## config.mk

```make
export PLATFORM = sky130hd
export DESIGN_NAME = decoder_2_7
export DESIGN_NICKNAME = d
export VERILOG_FILES = /design/src/rtl/decoder_2_7.sv
export SDC_FILE = /design/constraint.sdc
export NUM_CORES = 1
export LEC_CHECK = 0
export BUFFER_PORTS_ARGS = -buffer_cell sky130_fd_sc_hd__buf_2
export CORE_AREA = 2 2 103 105
export CTS_CLUSTER_DIAMETER = 40
export DETAILED_ROUTE_END_ITERATION = 10
export DIE_AREA = 0 0 105 107
export HOLD_SLACK_MARGIN = 0.03
export PLACE_DENSITY = 0.85
export SLEW_MARGIN = 20
export SYNTH_ARGS = -nofsm -noshare
export SYNTH_HDL_FRONTEND = slang
export SYNTH_SLANG_ARGS = --single-unit
```

## constraint.sdc

```tcl
create_clock -name clock -period 8.9 [get_ports clock]
set_input_delay 0.445 -clock clock [delete_from_list [all_inputs] [get_ports clock]]
set_output_delay 0.445 -clock clock [all_outputs]
set_load 0.005 [all_outputs]
```

## src/rtl/decoder_2_7.sv

```systemverilog
// Receive-side decoder for the 2-to-7 FNS CAC TSV code: masks dead TSVs, sums the
// weighted code bits in two pipeline stages and flags overflow / masked-bit hits.

module decoder_2_7_term #(
  parameter int FNS_W = 8
) (
  input  logic             bit_in,
  input  logic             en,
  input  logic [FNS_W-1:0] weight,
  output logic [FNS_W-1:0] term,
  output logic             viol
);
  assign term = (bit_in & en) ? weight : '0;
  assign viol = bit_in & ~en;
endmodule

module decoder_2_7 #(
  parameter int CODE_W = 9,
  parameter int DATA_W = 7,
  parameter int FNS_W  = 8
) (
  input  logic              clock,
  input  logic              reset,
  input  logic              cfg_load,
  input  logic [CODE_W-1:0] en_flag,
  input  logic              FNS02,
  input  logic [FNS_W-1:0]  FNS03,
  input  logic [FNS_W-1:0]  FNS04,
  input  logic [FNS_W-1:0]  FNS05,
  input  logic [FNS_W-1:0]  FNS06,
  input  logic [FNS_W-1:0]  FNS07,
  input  logic [FNS_W-1:0]  FNS08,
  input  logic [FNS_W-1:0]  FNS09,
  input  logic              code_valid,
  input  logic [CODE_W-1:0] codein,
  output logic              data_valid,
  output logic [DATA_W-1:0] dataout,
  output logic              ovf,
  output logic              mask_err,
  output logic [7:0]        err_count
);
  localparam int PS_W  = FNS_W + 3;
  localparam int SUM_W = FNS_W + 4;
  localparam int LO_N  = 5;
  localparam logic [SUM_W-1:0] MAX_VAL = {{(SUM_W-DATA_W){1'b0}}, {DATA_W{1'b1}}};
  localparam logic [CODE_W-1:1][FNS_W-1:0] FIB_W = {
    FNS_W'(34), FNS_W'(21), FNS_W'(13), FNS_W'(8),
    FNS_W'(5),  FNS_W'(3),  FNS_W'(2),  FNS_W'(1)};

  logic [CODE_W-1:0]             en_sh;
  logic [CODE_W-1:1][FNS_W-1:0]  w_sh;
  logic [CODE_W-1:1][FNS_W-1:0]  cfg_w;
  logic [CODE_W-1:0][FNS_W-1:0]  wvec;
  logic [CODE_W-1:0][FNS_W-1:0]  terms;
  logic [CODE_W-1:0]             viol;
  logic [PS_W-1:0]               lo_n, hi_n, psum_lo, psum_hi;
  logic                          merr1;
  logic [1:0]                    vld_pipe;
  logic [SUM_W-1:0]              sum;
  logic                          ovf_n, flag_n;

  assign cfg_w = {FNS09, FNS08, FNS07, FNS06, FNS05, FNS04, FNS03,
                  {{(FNS_W-1){1'b0}}, FNS02}};

  // Bit 0 carries the fixed unit weight; the rest come from the shadow set.
  always_comb begin
    wvec    = '0;
    wvec[0] = FNS_W'(1);
    for (int i = 1; i < CODE_W; i++) wvec[i] = w_sh[i];
  end

  always_ff @(posedge clock or posedge reset) begin
    if (reset) begin
      en_sh <= '1;
      w_sh  <= FIB_W;
    end else if (cfg_load) begin
      en_sh <= en_flag;
      w_sh  <= cfg_w;
    end
  end

  for (genvar g = 0; g < CODE_W; g++) begin : g_term
    decoder_2_7_term #(.FNS_W(FNS_W)) u_term (
      .bit_in (codein[g]),
      .en     (en_sh[g]),
      .weight (wvec[g]),
      .term   (terms[g]),
      .viol   (viol[g])
    );
  end

  always_comb begin
    lo_n = '0;
    hi_n = '0;
    for (int i = 0; i < LO_N; i++)      lo_n = lo_n + PS_W'(terms[i]);
    for (int i = LO_N; i < CODE_W; i++) hi_n = hi_n + PS_W'(terms[i]);
  end

  // Stage 1: split partial sums keep each adder tree short.
  always_ff @(posedge clock or posedge reset) begin
    if (reset) begin
      psum_lo  <= '0;
      psum_hi  <= '0;
      merr1    <= 1'b0;
      vld_pipe <= '0;
    end else begin
      vld_pipe <= {vld_pipe[0], code_valid};
      if (code_valid) begin
        psum_lo <= lo_n;
        psum_hi <= hi_n;
        merr1   <= |viol;
      end
    end
  end

  assign sum    = SUM_W'(psum_lo) + SUM_W'(psum_hi);
  assign ovf_n  = sum > MAX_VAL;
  assign flag_n = ovf_n | merr1;

  // Stage 2: outputs hold on idle cycles; only data_valid drops.
  always_ff @(posedge clock or posedge reset) begin
    if (reset) begin
      dataout   <= '0;
      ovf       <= 1'b0;
      mask_err  <= 1'b0;
      err_count <= '0;
    end else if (vld_pipe[0]) begin
      dataout  <= ovf_n ? '1 : sum[DATA_W-1:0];
      ovf      <= ovf_n;
      mask_err <= merr1;
      if (flag_n && err_count != 8'hFF) err_count <= err_count + 8'd1;
    end
  end

  assign data_valid = vld_pipe[1];
endmodule

```

* Word level (Yosys, flattened, before mapping)
Cells that the tools add are included.
** Storage, ports and cells
- Bits in registers :: 108
- Input port bits :: 79
- Output and inout bits :: 18
- Word-level logic and storage cells :: 69
** Cells by class
- Add/sub/neg operators :: 9
- Order comparisons :: 1
- Eq/ne operators :: 1
- Muxes and demuxes :: 10
- Bitwise gates (word level) :: 28
- Reductions and logical operators :: 3
** Operators by type and width (number)
- 8-bit 2-to-1 mux :: 7
- 10-bit by 8-bit adder with 11-bit output :: 2
- 9-bit by 8-bit adder with 10-bit output :: 2
- 8-bit by 8-bit adder with 9-bit output :: 2
- 1-bit bitwise AND :: 18
- 11-bit by 11-bit adder with 12-bit output :: 1
- 12-bit by 7-bit greater-than comparator with 1-bit output, second input constant :: 1
- 11-bit by 8-bit adder with 11-bit output :: 1
- 1-bit inverter :: 9
- 9-bit OR reduction :: 1
- 8-bit by 1-bit adder with 8-bit output, second input constant :: 1
- 8-bit != test, second input constant :: 1
- 7-bit 2-to-1 mux :: 1
- 1-bit 2-to-1 mux :: 2
- 2-bit AND reduction :: 1
- 1-bit logical AND :: 1
- 1-bit OR :: 1

* Logic depth before layout (Yosys ltp)
Gate-level depths: netlist of the first run.
- Depth in word-level cells :: 6
- Mapped depth :: 14
- Mapped depth without buffers :: 14

* Cells and area by module
A second synthesis of the first run with hierarchy kept.
** Unflattened totals
- Cell total of the unflattened synthesis :: 590
- Area, all modules :: 6691.4 um2
** By module, submodules not included
- decoder_2_7 :: times used 1, cells each 509, area each 6184.7 um2, sequential area each 2707.6 um2
- decoder_2_7_term :: times used 9, cells each 9, area each 56.3 um2, sequential area each 0.0 um2

* Least setup slack after synthesis of the first run
Ideal clock, no wire load.
- Path kind :: register to register
- Start point :: register en_sh[5]
- End point :: register psum_hi[9]
- Library setup time :: 0.129 ns
- Data arrival time :: 3.165 ns
- Data required time :: 8.771 ns
- Setup slack :: 5.606 ns
- Stages on the path, launching flop included :: 15
- Buffers on the path :: 0
- Period minus slack after synthesis :: 3.294 ns
- Path through :: dfstp_2 -> and2_1 -> nand2_1 -> fa_1 -> fa_1 -> inv_1 -> ha_1 -> inv_1 -> fa_1 -> nor2b_1 -> o21ai_0 -> a21oi_1 -> o21a_1 -> o21a_1 -> o41a_1
** Between the ends
- Longest elaborated chain between the ends :: 5
** RTL lines
- start, declared :: RTL line 50 : logic [CODE_W-1:0] en_sh;
- start signal, assigned :: RTL line 77 : en_sh <= en_flag;
- 1-bit bitwise AND :: RTL line 13 : assign term = (bit_in & en) ? weight : '0;
- 8-bit 2-to-1 mux :: RTL line 13
- 8-bit by 8-bit adder with 9-bit output :: RTL line 96 : for (int i = LO_N; i < CODE_W; i++) hi_n = hi_n + PS_W'(terms[i]);
- 9-bit by 8-bit adder with 10-bit output :: RTL line 96
- 10-bit by 8-bit adder with 11-bit output :: RTL line 96
- end signal, assigned :: RTL line 110 : psum_hi <= hi_n;
- end, declared :: RTL line 56 : logic [PS_W-1:0] lo_n, hi_n, psum_lo, psum_hi;
Every way passes these cells.
A chain may end at the register's enable or synchronous reset.

* Worst setup path in the final report of the first run
- Start point :: register en_sh[5]
- End point :: register psum_hi[8]
Same word-level chain as after synthesis.

==> impl_metrics.yaml, run 1 <==
global_route:
  antenna_found_initial: 0
  grt_max_degree: 83
  grt_pass1_vias: 4569
  overflow: 0
  grt_pass1_wl_um: 21370
  track_usage_pct: 24.35
synth:
  yosysSeqAreaShare_pct: 44.13
  ys_ff_latch: 106
  syn_inst: 548
  ys.flop_type: "dfrtp_1"
  yosys_warnings: 0
  synthTopCellsByArea: "dfrtp_1, mux2_2, dfstp_2, fa_1, ha_1"
  syn-num-nets: 681
  yosysTopAreaCell: "dfrtp_1"
  synth_top_area_share_pct: 33.76
  syn_area_um2: 6078
  yosysUniqueCellTypes: 54
  async_flop_share_pct: 100.0
  synth_edf_count: 0
  synth.avg_cell_area_um2: 11.09
setup_path:
  cp_data_arrival_time_ns: 3.83
  r2r_slack_ns: 5.38
  crit_type: "reg2reg"
  crit_path_start_kind: "flop"
  critPathRequiredTime_ns: 9.21
  crit_path_max_fanout: 6
  end_kind: "flop"
detailed_routing:
  vias_per_cell: 5.642
  wirelength_um: 12670
  first_pass_iters: 4
  ant_nets: 0
  drcViolationCount: 0
  wl_per_cell_um: 16.24
  drt_iter0_drc: 203
  num_vias: 4401
cells_and_area:
  area_growth_pct: 13.77
  n_antenna_cell: 0
  finalNonFillerCells: 780
  fill_cells: 754
  fin_nets: 772
  drive_gt1_share_pct: 33.54
worst_hold_path:
  hp-class: "in2reg"
place:
  place_congestion: 0.8777
  dp_cells: 763
  dp_hpwl_um: 9659
  port_buffers: 96
pwr:
  p_int_w: 0.0009379
  total_power_w: 0.001394
  seqPwrFrac_pct: 45.7
  switching_share_pct: 32.73
  p_leak_nw: 3.343
  peakVddDrop_v: 0.0001182
  p_switching_w: 0.0004563
  p_per_area_nw_per_um2: 201.6
  power_frac_comb_pct: 30.2
  clkPwrFrac_pct: 24.1
clock_tree:
  cts_buffers: 9
  clk_latency_ns: 0.39
  cts.sinks: 106
  cts_max_path_buffers: 2
  clockRootBuffer: "clkbuf_8"
  clk_pin_slew_worst_paths_ns: 0.11
  cts_tree: "built"
  htreeDepth: 3
sta:
  max_freq_ghz: 0.2839
  setup_viol: 0
  skew_ns: 0.008310
  maxSlewHeadroom_pct: 45.75
  worst_slew_pin_slew_ns: 0.8138
  fin_hold_ws_ns: 0.2620
  slew_viol_final: 0
  min_period_ns: 3.522
  rsz0062_at_grt: "no"
  hold_violations: 0
  setup_tns_ns: 0
  period_share_pct: 39.57
die:
  die_w_um: 105
  fp.coreArea_um2: 10090
  start_util_pct: 60.23
  die_h_um: 107
  die-area_um2: 11240
  io_pins: 97
  row_count: 37
flow_run:
  maxCapViolCount: 0
status:
  status: "finished clean"
## worst paths after layout
| path | end | depth (start not counted) | startpoint |
|---|---|---|---|
| worst min register to register | err_count[6] | 1 | err_count[6] |
| max in group asynchronous | w_sh[58] | 4 | reset |
| worst min-delay path | en_sh[2] | 3 | en_flag[2] |
| worst max-delay path | psum_hi[8] | 12 | en_sh[5] |
| worst max register to register | psum_hi[8] | 12 | en_sh[5] |
| min in group asynchronous | w_sh[15] | 3 | reset |
## timing repair
item                       4_1_cts  5_1_grt
hold endpoints to repair        18        0
resized for setup                0        0
hold buffers                     1        0
setup endpoints to repair        0        0
setup buffers                    0        0
## synthesized netlist by cell type, drive strengths merged, types with 15 or more instances
cell and number:
dfrtp 82, mux2 72, inv 54, nand2 54, fa 27, ha 27
dfstp 24, and3 23, nor2 21, o21ai 18, clkbuf 16, a21oi 15
## power by group through the flow
stage | logic, W | registers, W | clock network [W]
3_5_place_dp | 0.000420 | 0.000647 | 0
4_1_cts | 0.000424 | 0.000638 | 0.000339
2_1_floorplan | 0.000307 | 0.000627 | 0
5_1_grt | 0.000475 | 0.000649 | 0.000362
3_3_place_gp | 0.000398 | 0.000641 | 0
6_report | 0.000421 | 0.000637 | 0.000336
## state kept, by name, indices dropped and copies added, names as in the netlist
register / cells
merr1: 1
ovf: 1
en_sh: 9
mask_err: 1
vld_pipe: 2
psum_lo: 10
psum_hi: 10
dataout: 7
w_sh: 57
err_count: 8
## through the flow
step,util [%],setup WS [ns],instance area (um2)
detailed placement,66.14,5.286,6675
global placement,66.14,5.408,6675
CTS,68.49,5.385,6912
global route,68.52,5.135,6915
floorplan,-,5.606,6078
finish,68.52,5.378,6915
## per-layer routing
layer	vias up	wire length, um	global-route usage [%]
met2	158	6228	40.17
met5	-	0	0
met1	2140	5288	30.81
met3	30	773	6.322
li1	2073	-	-
met4	0	380	9.905
## critical path, stage by stage, from the launching register on
cell and delay [ns]:
dfstp_2 0.58, and2_1 0.21, nand2_1 0.10, fa_1 0.54, inv_1 0.05, fa_1 0.50
ha_1 0.31, a21o_1 0.19, a21oi_1 0.22, o21ai_0 0.14, a31oi_1 0.30, nand4b_1 0.15
o211ai_1 0.13
## cell families (layout without fill, tap and decap cells)
kind of cell	Yosys count	after routing	synth area share [%]
DFF	106	106	44.13
buffers and inverters	73	169	4.508
xor gates and xnor gates	16	16	2.306
muxes	73	73	13.57
AOI/OAI and AO/OA	78	78	8.728
and+or+nand+nor	148	148	12.31
adders and majority gates	54	54	14.45
## cell type report
cell class	count	area [um2]	share of cell area, %
multi-input combinational	369	3122	45.14
sequential	106	2683	38.79
timing repair buffer	99	509.2	7.364
inverter	54	205.2	2.967
tap	136	170.2	2.461
clock buffer	9	123.9	1.791
clock inverter	7	102.6	1.484
## cells in the final DEF, fill, tap and decap left out, types with 3 or more instances in the layout
cell,n
nor2b_1,5
o21a_1,5
o21ai_0,16
fa_1,27
nand2_1,54
a211oi_1,4
clkinvlp_4,3
o31ai_1,3
nand3_1,9
buf_2,96
and2_1,7
nand3b_1,5
a21oi_1,15
dfrtp_1,82
dfstp_2,24
nor2_1,20
clkbuf_8,9
mux2_2,71
ha_1,27
a31oi_1,9
xor2_1,9
a21o_1,7
a211o_1,3
xnor2_1,7
and3_1,23
nor3_1,9
inv_1,53
No activity file was read; power rests on OpenSTA's default activity.
==> run 2: changes to the inputs <==
--- a/config.mk
+++ b/config.mk
@@ -6,12 +6,12 @@
 export NUM_CORES = 1
 export LEC_CHECK = 0
 export BUFFER_PORTS_ARGS = -buffer_cell sky130_fd_sc_hd__buf_2
-export CORE_AREA = 2 2 103 105
+export CORE_AREA = 2 2 107 109
 export CTS_CLUSTER_DIAMETER = 40
 export DETAILED_ROUTE_END_ITERATION = 10
-export DIE_AREA = 0 0 105 107
+export DIE_AREA = 0 0 109 111
 export HOLD_SLACK_MARGIN = 0.03
-export PLACE_DENSITY = 0.85
+export PLACE_DENSITY = 0.8
 export SLEW_MARGIN = 20
 export SYNTH_ARGS = -nofsm -noshare
 export SYNTH_HDL_FRONTEND = slang
==> constraint.sdc (replaced) <==
create_clock -name clock -period 3.7 [get_ports clock]
set_input_delay 0.185 -clock clock [delete_from_list [all_inputs] [get_ports clock]]
set_output_delay 0.185 -clock clock [all_outputs]
set_load 0.005 [all_outputs]
==> run 2 against run 1 <==
Against the previous run: register-to-register slack got worse by 5.2 ns; clock skew decreased by 0.0020 ns; via count decreased by 2.6%; combinational power increased by 140%; routed wire length increased by 0.82%; critical path type unchanged; largest cell class unchanged.
==> impl_metrics.yaml, run 2 (synthesis results as in run 1) <==
setup_path:
  crit_path_frequent_cell: "fa_1"
  critPathRequiredTime_ns: 3.94
  critPathBufInv: 2
  worstPathCellList: "and2_4 -> nand2_1 -> fa_1 -> fa_1 -> inv_1 -> ha_1 -> inv_1 -> fa_1 -> nor2b_1 -> o21ai_0 -> a21oi_1 -> o21a_1 -> o21a_1 -> o41a_1"
  cp_data_arrival_time_ns: 3.77
  reg2reg_to: "psum_hi[9]"
  end_kind: "flop"
  crit_path_max_fanout: 6
  crit_path_start_kind: "flop"
  cpMaxStageDelayCell: "dfstp_2"
  critPathCapture: "psum_hi[9]"
  crit_family: "adder cells"
  crit_type: "reg2reg"
  crit_path_start: "en_sh[5]"
  r2r_slack_ns: 0.16
  r2r_start: "en_sh[5]"
  r2r_cells: 14
  critical_path_cell_count: 14
  max_stage_delay_ns: 0.57
cells_and_area:
  layout.cells.most_common_list: "buf_2, dfrtp_1, mux2_2"
  registers.top_by_ff_count: "w_sh"
  fill_cells: 877
  layout_commonest_cell: "buf_2"
  finalNonFillerCells: 788
  area_growth_pct: 15.38
  drive_gt1_share_pct: 34.26
  largest_reg_flops: 57
  fin_nets: 773
  top_regs: "w_sh x57, psum_hi x10, psum_lo x10"
  n_antenna_cell: 0
  utilization_pct: 63.31
detailed_routing:
  wl_per_cell_um: 16.21
  ant_nets: 0
  wirelength_um: 12780
  first_pass_iters: 5
  drt_iter0_drc: 216
  drcViolationCount: 0
  num_vias: 4288
  vias_per_cell: 5.442
clock_tree:
  clockRootBuffer: "clkbuf_16"
  cts.sinks: 106
  htreeDepth: 3
  cts_tree: "built"
  clk_latency_ns: 0.35
  cts_max_path_buffers: 2
  post-cts-setup-buffers: 0
  cts_buffers: 9
  ctsHoldBuffers: 0
  clk_pin_slew_worst_paths_ns: 0.07
global_route:
  grt_max_degree: 80
  grt_pass1_wl_um: 21390
  grt_pass1_vias: 4401
  track_usage_pct: 22.61
  antenna_found_initial: 0
  overflow: 0
sta:
  fin_hold_ws_ns: 0.02002
  period_share_pct: 95.55
  skew_ns: 0.006286
  setup_viol: 0
  slew_viol_final: 0
  max_freq_ghz: 0.2829
  min_period_ns: 3.535
  worst_slew_pin_slew_ns: 0.9354
  hold_violations: 0
  worst_slack_ns: 0.1648
  maxSlewHeadroom_pct: 37.64
place:
  port_buffers: 96
  pre_cts_slack_ns: 0.1681
  dp_cells: 772
  place_congestion: 0.8616
  dp_hpwl_um: 9742
die:
  row_count: 39
  die_w_um: 109
  die_h_um: 111
  io_pins: 97
  fp.coreArea_um2: 11080
  start_util_pct: 54.87
  die-area_um2: 12100
flow_run:
  maxCapViolCount: 0
status:
  status: "finished clean"
pwr:
  clkPwrFrac_pct: 28.0
  p_per_area_nw_per_um2: 506.5
  switching_share_pct: 32.10
  p_leak_nw: 3.399
  power_frac_comb_pct: 28.8
  peakVddDrop_v: 0.0002685
  p_int_w: 0.002412
  p_switching_w: 0.001140
  seqPwrFrac_pct: 43.2
worst_hold_path:
  hp-class: "in2async"
## run 2: changes by cell type in the layout (fill, tap and decap cells not counted), sizes merged
cell / change
inv: +3
buf: +2
clkinvlp: -2
bufinv: -1
dlygate4sd3: -1
## run 2: power by group through the flow
stage,Sequential [W],Clock (W),Combinational (W)
2_1_floorplan,0.00151,0,0.000738
3_3_place_gp,0.00154,0,0.000964
3_5_place_dp,0.00156,0,0.00101
4_1_cts,0.00154,0.00101,0.00102
5_1_grt,0.00156,0.00106,0.00115
6_report,0.00154,0.000993,0.00102
## run 2: stage by stage
step	TNS (ns)	cell area, um2	total power, W
6_report	0	7013	0.003552
5_1_grt	-0.009845	7013	0.003771
4_1_cts	0	7007	0.003573
3_5_place_dp	0	6699	0.002570
3_3_place_gp	0	6699	0.002507
2_1_floorplan	0	6078	0.002247
## run 2: layout make-up
class	instances	area [um2]	area share, %
flip-flops and latches	106	2683	38.25
clock inverters	7	82.58	1.178
clock buffers	9	225.2	3.211
inverters	54	205.2	2.926
multi-input cells	369	3128	44.60
repair buffers	100	510.5	7.279
well taps	143	178.9	2.551
## run 2: how the worst min path moves through the flow
stage	depth (start not counted)	from	endpoint
after floorplan	0	code_valid	vld_pipe[0]
after global placement	3	en_flag[2]	en_sh[2]
after detailed placement	3	en_flag[1]	en_sh[1]
after CTS	3	en_flag[1]	en_sh[1]
after global routing	3	en_flag[2]	en_sh[2]
final	2	reset	w_sh[15]
## run 2: repair_timing
item                                    CTS  global route
endpoints found under the setup margin    0             3
endpoints found under the hold margin     0             0
gates resized for setup                   0             3
## run 2: worst register-to-register path: cells and delay by family, from the launching register on
family | cells | cell delay, ns
adders and majority gates | 4 | 1.40
AOI/OAI and AO/OA | 5 | 1.02
DFF | 1 | 0.57
and+or+nand+nor | 3 | 0.30
buffers and inverters | 2 | 0.12
## run 2: routing by layer
layer,vias to the layer above,wire (um),GRT usage [%],part of all wire (%)
met5,-,0,0,0
met4,0,178,5.641,1.4
met3,15,659,4.997,5.2
met2,111,6251,36.48,49
met1,2087,5685,31.05,45
li1,2075,-,-,-
==> run 3: changes to the inputs <==
--- a/config.mk
+++ b/config.mk
@@ -5,7 +5,7 @@
 export SDC_FILE = /design/constraint.sdc
 export NUM_CORES = 1
 export LEC_CHECK = 0
-export BUFFER_PORTS_ARGS = -buffer_cell sky130_fd_sc_hd__buf_2
+export BUFFER_PORTS_ARGS = -buffer_cell sky130_fd_sc_hd__buf_4
 export CORE_AREA = 2 2 107 109
 export CTS_CLUSTER_DIAMETER = 40
 export DETAILED_ROUTE_END_ITERATION = 10
==> run 3 against run 2 <==
Against the previous run: clock-buffer cell count up 1; sequential cell count unchanged; cell count up 0.13%; hold slack better by 0.036 ns.
==> impl_metrics.yaml, run 3 (synthesis results as in run 1) <==
sta:
  slew_viol_final: 0
  setup_viol: 0
  rsz0062_at_grt: "no"
  setup_tns_ns: 0
  min_period_ns: 3.493
  worst_slew_pin_slew_ns: 0.8255
  maxSlewHeadroom_pct: 44.97
  skew_ns: 0.007738
  hold_violations: 0
  period_share_pct: 94.41
  max_freq_ghz: 0.2863
global_route:
  overflow: 0
  grt_max_degree: 71
  antenna_found_initial: 0
  grt_pass1_wl_um: 21220
  grt_pass1_vias: 4519
  track_usage_pct: 22.38
worst_hold_path:
  hp-start: "en_flag[1]"
  hp-class: "in2reg"
cells_and_area:
  drive_gt1_share_pct: 33.75
  registers.top_by_ff_count: "w_sh"
  largest_reg_flops: 57
  ff_latch_area_um2: 2683
  n_antenna_cell: 0
  fin_nets: 774
  multi_input_area_um2: 3124
  finalNonFillerCells: 789
  area_growth_pct: 19.25
  layout_commonest_cell: "buf_4"
  layout.cells.most_common_list: "buf_4, dfrtp_1, mux2_2"
  top_regs: "w_sh x57, psum_hi x10, psum_lo x10"
  fill_cells: 855
detailed_routing:
  wl_per_cell_um: 16.03
  vias_per_cell: 5.501
  first_pass_iters: 4
  wirelength_um: 12650
  drt_iter0_drc: 275
  num_vias: 4340
  ant_nets: 0
  drcViolationCount: 0
die:
  die_w_um: 109
  io_pins: 97
  die-area_um2: 12100
  row_count: 39
  die_h_um: 111
  start_util_pct: 54.87
  fp.coreArea_um2: 11080
place:
  dp_hpwl_um: 9558
  port_buffers: 96
  dp_cells: 772
  place_congestion: 0.8528
setup_path:
  crit_type: "reg2reg"
  crit_path_start: "en_sh[6]"
  crit_path_max_fanout: 5
  cpMaxStageDelayCell: "dfstp_2"
  crit_path_start_kind: "flop"
  worstPathCellList: "and2_1 -> nand2_1 -> fa_1 -> inv_1 -> fa_1 -> ha_1 -> a21o_1 -> a21oi_1 -> o21ai_0 -> a21oi_1 -> xnor2_1 -> mux2_2"
  cp_data_arrival_time_ns: 3.72
  end_kind: "flop"
  critPathRequiredTime_ns: 3.93
  r2r_start: "en_sh[6]"
  r2r_slack_ns: 0.21
  max_stage_delay_ns: 0.56
clock_tree:
  cts.sinks: 106
  clockRootBuffer: "clkbuf_16"
  clk_latency_ns: 0.35
  htreeDepth: 3
  cts_buffers: 9
  cts_max_path_buffers: 2
  cts_tree: "built"
  clk_pin_slew_worst_paths_ns: 0.07
flow_run:
  maxCapViolCount: 0
status:
  status: "finished clean"
pwr:
  p_per_area_nw_per_um2: 492.9
  p_leak_nw: 3.476
  peakVddDrop_v: 0.0002893
-- run 3: cell count changes in the layout (fill, tap and decap cells not counted), sizes merged --
cell / before / now
inv: 58 / 54
clkinv: 1 / 3
clkbuf: 9 / 10
clkinvlp: 1 / 2
dlygate4sd3: 0 / 1
-- run 3: metrics by stage --
stage	hold WS [ns]	power, W	area (um2)	setup WS, ns	util (%)
6_report	0.05632	0.003572	7248	0.2067	65.44
5_1_grt	0.05846	0.003801	7248	0.02105	65.44
4_1_cts	0.05089	0.003598	7246	0.1316	65.41
3_5_place_dp	0.3402	0.002623	6939	0.1467	62.65
3_3_place_gp	0.3341	0.002570	6939	0.2695	62.65
2_1_floorplan	0.2164	0.002247	6078	0.4059	-
-- run 3: worst max-delay path, delay by kind of cell, from the launching register on --
family                     cells  cell delay [ns]
DFF                            1             0.56
AOI/OAI and AO/OA              4             0.79
adders and majority gates      3             1.30
xor gates and xnor gates       1             0.09
muxes                          1             0.26
buffers and inverters          1             0.05
and+or+nand+nor                2             0.32
-- run 3: where the power goes --
group | switching, W | internal [W]
clock | 0.000430 | 0.000526
combinational | 0.000524 | 0.000551
sequential | 0.000161 | 0.00138
total | 0.00111 | 0.00246
-- run 3: cell type report --
class	instances	area share [%]
clock inverters	6	0.9322
well taps	143	2.469
clock buffers	10	3.159
repair buffers	101	10.50
multi-input cells	369	43.10
inverters	54	2.831
flip-flops and latches	106	37.01
-- run 3: timing repair --
action | in CTS | in global routing
endpoints found under the setup margin | 0 | 3
hold buffers | 1 | 0
setup buffers | 0 | 0
hold endpoints to repair | 39 | 0
resized for setup | 0 | 2
-- run 3: final timing paths --
check | to | depth (start not counted)
setup / recovery | psum_hi[6] | 12
hold / removal | en_sh[1] | 3
setup reg to reg | psum_hi[6] | 12
hold reg to reg | err_count[6] | 1
max in group asynchronous | w_sh[57] | 4
min in group asynchronous | w_sh[30] | 3
-- run 3: per-layer routing --
layer / part of all wire [%] / vias up / GRT usage, % / wire [um]
li1: - / 2070 / - / -
met1: 45 / 2113 / 30.42 / 5688
met2: 47 / 131 / 35.16 / 5981
met3: 4.8 / 26 / 3.762 / 604
met4: 2.9 / 0 / 9.915 / 370
met5: 0 / - / 0 / 0
